`src/rtl/seven_seg_scan_driver.sv`:
```
// Time-multiplexed driver for a 4-digit common-anode seven-segment display.
// Scans digit 0 (rightmost) to digit 3, opens every digit slot with an
// all-off blank window against ghosting, and only swaps the shown value at
// frame boundaries so a digit never mixes old and new data within a frame.
module seven_seg_scan_driver #(
    parameter int unsigned REFRESH_CYCLES = 125_000,
    parameter int unsigned BLANK_CYCLES   = 1_000
) (
    input  logic        clk,
    input  logic        reset,
    input  logic        enable,
    input  logic [15:0] value_in,
    input  logic        value_valid,
    input  logic        blank_lz,
    output logic [6:0]  seg,
    output logic [3:0]  an,
    output logic        frame_done
);

    localparam int unsigned CNT_W = (REFRESH_CYCLES > 1) ? $clog2(REFRESH_CYCLES) : 1;
    localparam logic [CNT_W-1:0] CNT_LAST   = CNT_W'(REFRESH_CYCLES - 1);
    localparam logic [CNT_W-1:0] BLANK_LAST = CNT_W'(BLANK_CYCLES - 1);

    typedef enum logic {
        ST_BLANK = 1'b0,
        ST_DRIVE = 1'b1
    } state_t;

    state_t           state_q, state_d;
    logic [CNT_W-1:0] cnt_q, cnt_d;
    logic [1:0]       digit_q, digit_d;
    logic [15:0]      disp_q, disp_d;
    logic [15:0]      pend_q, pend_d;
    logic             flag_q, flag_d;
    logic [6:0]       seg_q, seg_d;
    logic [3:0]       an_q, an_d;
    logic             fd_q, fd_d;

    logic             slot_end_c;
    logic             frame_end_c;
    logic             lz_hide_c;
    logic [3:0]       nibble_c;

    // Active-low hex font, bit order {g,f,e,d,c,b,a}.
    function automatic logic [6:0] hex_decode(input logic [3:0] nib);
        logic [6:0] s;
        case (nib)
            4'h0: s = 7'h40;
            4'h1: s = 7'h79;
            4'h2: s = 7'h24;
            4'h3: s = 7'h30;
            4'h4: s = 7'h19;
            4'h5: s = 7'h12;
            4'h6: s = 7'h02;
            4'h7: s = 7'h78;
            4'h8: s = 7'h00;
            4'h9: s = 7'h10;
            4'hA: s = 7'h08;
            4'hB: s = 7'h03;
            4'hC: s = 7'h46;
            4'hD: s = 7'h21;
            4'hE: s = 7'h06;
            default: s = 7'h0E;
        endcase
        return s;
    endfunction

    assign seg        = seg_q;
    assign an         = an_q;
    assign frame_done = fd_q;

    assign slot_end_c  = (cnt_q == CNT_LAST);
    assign frame_end_c = slot_end_c && (digit_q == 2'd3);
    assign nibble_c    = disp_q[{digit_q, 2'b00} +: 4];

    // A digit is a leading zero when it and every more significant nibble are zero.
    always_comb begin
        lz_hide_c = 1'b0;
        case (digit_q)
            2'd1:    lz_hide_c = (disp_q[15:4]  == 12'h000);
            2'd2:    lz_hide_c = (disp_q[15:8]  == 8'h00);
            2'd3:    lz_hide_c = (disp_q[15:12] == 4'h0);
            default: lz_hide_c = 1'b0;
        endcase
    end

    // State, scan position, value registers and registered pin drivers.
    always_ff @(posedge clk) begin
        if (reset) begin
            state_q <= ST_BLANK;
            cnt_q   <= '0;
            digit_q <= 2'd0;
            disp_q  <= 16'h0000;
            pend_q  <= 16'h0000;
            flag_q  <= 1'b0;
            seg_q   <= 7'h7F;
            an_q    <= 4'hF;
            fd_q    <= 1'b0;
        end else begin
            state_q <= state_d;
            cnt_q   <= cnt_d;
            digit_q <= digit_d;
            disp_q  <= disp_d;
            pend_q  <= pend_d;
            flag_q  <= flag_d;
            seg_q   <= seg_d;
            an_q    <= an_d;
            fd_q    <= fd_d;
        end
    end

    // Next-state: slot sequencing, frame-boundary value transfer and pin values.
    always_comb begin
        state_d = state_q;
        cnt_d   = cnt_q;
        digit_d = digit_q;
        disp_d  = disp_q;
        pend_d  = pend_q;
        flag_d  = flag_q;
        seg_d   = 7'h7F;
        an_d    = 4'hF;
        fd_d    = 1'b0;

        if (value_valid) begin
            pend_d = value_in;
            flag_d = 1'b1;
        end

        if (!enable) begin
            // Parked dark at the start of a frame; track the newest value.
            state_d = ST_BLANK;
            cnt_d   = '0;
            digit_d = 2'd0;
            disp_d  = value_valid ? value_in : pend_q;
            flag_d  = 1'b0;
        end else begin
            if (state_q == ST_DRIVE) begin
                an_d  = ~(4'b0001 << digit_q);
                seg_d = (blank_lz && lz_hide_c) ? 7'h7F : hex_decode(nibble_c);
            end

            if (slot_end_c) begin
                cnt_d   = '0;
                digit_d = 2'(digit_q + 2'd1);
                state_d = ST_BLANK;
                fd_d    = frame_end_c;
                if (frame_end_c) begin
                    if (value_valid) begin
                        disp_d = value_in;
                        flag_d = 1'b0;
                    end else if (flag_q) begin
                        disp_d = pend_q;
                        flag_d = 1'b0;
                    end
                end
            end else begin
                cnt_d = cnt_q + CNT_W'(1);
                if (cnt_q == BLANK_LAST) begin
                    state_d = ST_DRIVE;
                end
            end
        end
    end

endmodule

```
`config.mk`:
```
export PLATFORM = sky130hd
export DESIGN_NAME = seven_seg_scan_driver
export DESIGN_NICKNAME = d
export VERILOG_FILES = /design/src/rtl/seven_seg_scan_driver.sv
export SDC_FILE = /design/constraint.sdc
export NUM_CORES = 1
export LEC_CHECK = 0
export ABC_AREA = 1
export BUFFER_PORTS_ARGS = -buffer_cell sky130_fd_sc_hd__buf_4
export CELL_PAD_IN_SITES_DETAIL_PLACEMENT = 1
export CELL_PAD_IN_SITES_GLOBAL_PLACEMENT = 1
export CORE_ASPECT_RATIO = 0.9
export CORE_MARGIN = 2
export CORE_UTILIZATION = 45
export DETAILED_ROUTE_END_ITERATION = 16
export GPL_TIMING_DRIVEN = 0
export HOLD_SLACK_MARGIN = 0.08
export PLACE_DENSITY_LB_ADDON = 0.3
export SYNTH_ARGS = -nofsm -noshare
export SYNTH_HDL_FRONTEND = slang
export SYNTH_SLANG_ARGS = --single-unit
```
`constraint.sdc`:
```
create_clock -name clk -period 2.5 [get_ports clk]
set_input_delay 0.25 -clock clk [delete_from_list [all_inputs] [get_ports clk]]
set_output_delay 0.25 -clock clk [all_outputs]
set_load 0.05 [all_outputs]
```
==> flow_summary.yaml <==
synthesis:
  synth_area_leader_cell: "sky130_fd_sc_hd__dfxtp_1"
  number_of_synthesized_flops_with_an_enable_pin: 0
  synth_flop_cell: "sky130_fd_sc_hd__dfxtp_1"
  yosys.area.top_type_share_pct: 41.3
  synth.distinct_cells: 34
  ys_seq_area_share_pct: 41.3
  synth.yosys.warnings: 0
  synthesis.nets: 491
  postSynthCellCount: 458
  synth_seq_cells: 65
  mappedNetlistArea_mm2: 0.00315
  synthTopCellsByArea: "sky130_fd_sc_hd__dfxtp_1 (41%), sky130_fd_sc_hd__nand2_1 (12%), sky130_fd_sc_hd__inv_1 (8.9%), sky130_fd_sc_hd__nor2_1 (7.3%), sky130_fd_sc_hd__nand3_1 (5.6%)"
  asyncSetResetFlopFracSynth_pct: 0
  postSynthAreaPerCell_um2: 6.89
power_and_ir_drop:
  p_switching_uw: 549
  ir_worst_vdd_v: 0.000287
  power_per_cell_area_mw_per_mm2: 595
  power.combinational.fraction_pct: 9.9
  seq_power_share_pct: 49.8
  pwr-share-clk_pct: 40.3
  power.internal_mw: 1.64
  power_leakage_nw: 1.66
  power_switching_share_pct: 25.1
global_routing:
  grt_pass1_vias: 2839
  grt.overflow.total: 0
  number_of_antenna_violations_at_the_first_check_in_global_routing: 0
  grt_pass1_wl_mm: 13.5
  grt_max_degree: 12
  grt_use_total_pct: 21.8
timing:
  setup_tns_ps: 0
  min_period_over_period_pct: 73.0
  setup_viol: 0
  slew_violations: 0
  worst_max_slew_pin_slew_ps: 467
  period_needed_ps: 1830
  max_clock_freq_ghz: 0.548
  timing.slew.headroom_pct: 68.8
  clock-skew-final_ps: 9.97
  grt_setup_unrepaired: "no"
  finalHoldViolations: 0
routing:
  routed_wl_mm: 7.72
  wl_per_cell_um: 13.0
  detail-route-antenna-nets: 0
  first_iter_violations: 112
  drt-pass1-iter-count: 4
  drt-vias-per-instance: 4.94
  total_number_of_vias: 2935
  drcViolationCount: 0
cts:
  clock_tree.htree_level_count: 3
  post_cts_resized: 0
  cts_made_buffers: 9
  clkSlewWorstSetupHoldPaths_ps: 70
  clock_tree.root_cell: "sky130_fd_sc_hd__clkbuf_8"
  cts_setup_buffers: 0
  holdBufCountCts: 0
  worstSkewPairLatency_ps: 350
  tritoncts: "built"
  cts-root-to-sink-buffers: 2
  cts.sinks: 65
setup_path:
  critical_path_required_ps: 2790
  critical_path.endpoint_type: "flop"
  slowest_delay_ps: 480
  crit_chain: "inv_1 -> nand2_1 -> nand2_1 -> inv_1 -> ha_1 -> o21ai_0 -> nand2_1 -> nand4_1"
  worstPathMaxFanout: 8
  crit_type: "flop to flop"
  crit_arrival_ps: 2110
  path_buf_inv: 2
  cell_with_the_most_instances_on_the_worst_path: "sky130_fd_sc_hd__nand2_1"
  critPathSlowestCell: "sky130_fd_sc_hd__dfxtp_1"
  cp_startpoint_kind: "flop"
  path_delay_family: "flip-flops"
cells_and_area:
  layout.core_utilization_pct: 55.0
  nNetsFinal: 532
  final_layout_size_suffix_gt1_share_pct: 12.1
  area_overhead_of_the_layout_relative_to_synthesis_pct: 16.7
  n_antenna_cell: 0
placement:
  buffer_ports.inserted: 30
  sum_of_net_half_perimeters_after_detailed_placement_mm: 5.87
  gp_routability_congestion: 0.889
hold_path:
  min-delay-path-class: "input pin to flop"
floorplanning:
  die_y_um: 83.4
  core_mm2: 0.00669
  initial_utilization_pct: 47.1
  floorplan.die_area_mm2: 0.00770
  die_w_um: 92.3
  total_i_o_pin_count: 33
  rows: 28
run_status:
  outcome: "complete, no violations"
job:
  maxCapViolations: 0
[cells by family (layout without fill, tap and decap cells)]
kind of cell,count (synthesis),count (layout),share of synthesized area (%)
XOR/XNOR,5,5,1.39
flip-flops,65,65,41.3
AND/OR/NAND/NOR,223,223,30.6
AO/OA/AOI/OAI,61,61,10.1
buffers and inverters,92,138,11.9
adder cells (fa/ha/maj),12,12,4.76
[Yosys cell counts (all sizes together), types with 2 or more instances]
cell type / count
nor2: 63
clkbuf: 5
o211ai: 2
dfxtp: 65
ha: 12
nand2: 103
nand4: 8
xnor2: 2
buf: 10
nor3: 8
xor2: 3
o21ai: 26
nand3: 35
inv: 76
or2: 3
a21oi: 29
[flip-flops by register name (all words and copies together), names as in the netlist]
register	cells
frame_done	1
seg	7
state_q	1
an	4
pend_q	16
cnt_q	17
digit_q	2
disp_q	16
flag_q	1
[cells in the final DEF (no fill, tap or decap), drive strengths merged]
master	instances
o211ai	2
clkinv	3
buf	40
a211oi	1
bufinv	1
ha	12
xnor2	2
a21oi	29
nand3	35
nor4	1
inv	76
clkbuf	18
nand2	103
nor3b	1
or2	3
nand4	8
dfxtp	65
xor2	3
nor3	8
o21a	1
nor2	63
o21ai	26
o21bai	1
a31oi	1
nand3b	1
[worst reg2reg max path, delay by kind of cell (launching register included)]
kind                     cells  cell delay [ps]
buffers and inverters        2              370
AO/OA/AOI/OAI                1              210
flip-flops                   1              480
adder cells (fa/ha/maj)      1              280
AND/OR/NAND/NOR              4              430
[layout make-up]
cell class              instances  area [µm²]
fillers                       904        3010
multi-input cells             301        1480
flip-flops and latches         65        1300
inverters                      77         289
repair buffers                 30         225
clock buffers                  13         149
well taps                      90         113
plain buffers                  15        85.1
clock inverters                 3        40.0
[per-layer routing]
layer,vias up,GRT usage (%),part of all wire (%)
li1,1514,-,-
met1,1353,29.7,49
met2,59,34.2,45
met3,9,6.08,4.5
met4,0,5.83,1.2
met5,-,0,0
[metrics by stage]
stage | cells | power [mW] | worst slack [ps] | hold slack [ps] | cell area, µm²
5_1_grt | 594 | 2.30 | 473 | 174 | 3680
6_report | 594 | 2.19 | 674 | 179 | 3680
4_1_cts | 594 | 2.21 | 664 | 163 | 3680
2_1_floorplan | 458 | 1.26 | 996 | 395 | 3150
3_3_place_gp | 578 | 1.32 | 736 | 430 | 3490
3_5_place_dp | 578 | 1.33 | 685 | 439 | 3490
[final timing paths]
check | from | end | slack (ps) | cells past startpoint
worst max-delay path | digit_q[1]$_SDFFE_PP0N_ | seg[3]$_SDFF_PP1_ | 670 | 8
worst min register to register | cnt_q[0]$_SDFF_PP0_ | cnt_q[0]$_SDFF_PP0_ | 450 | 1
worst min-delay path | reset | pend_q[1]$_SDFF_PP0_ | 180 | 2
worst max register to register | digit_q[1]$_SDFFE_PP0N_ | seg[3]$_SDFF_PP1_ | 670 | 8
[power groups by stage]
stage | sequential [mW] | clock [mW] | combinational [mW]
6_report | 1.09 | 0.883 | 0.218
5_1_grt | 1.09 | 0.951 | 0.257
4_1_cts | 1.09 | 0.902 | 0.220
3_5_place_dp | 1.11 | 0 | 0.216
3_3_place_gp | 1.11 | 0 | 0.206
2_1_floorplan | 1.11 | 0 | 0.149
No activity file was read; power rests on OpenSTA's default activity.
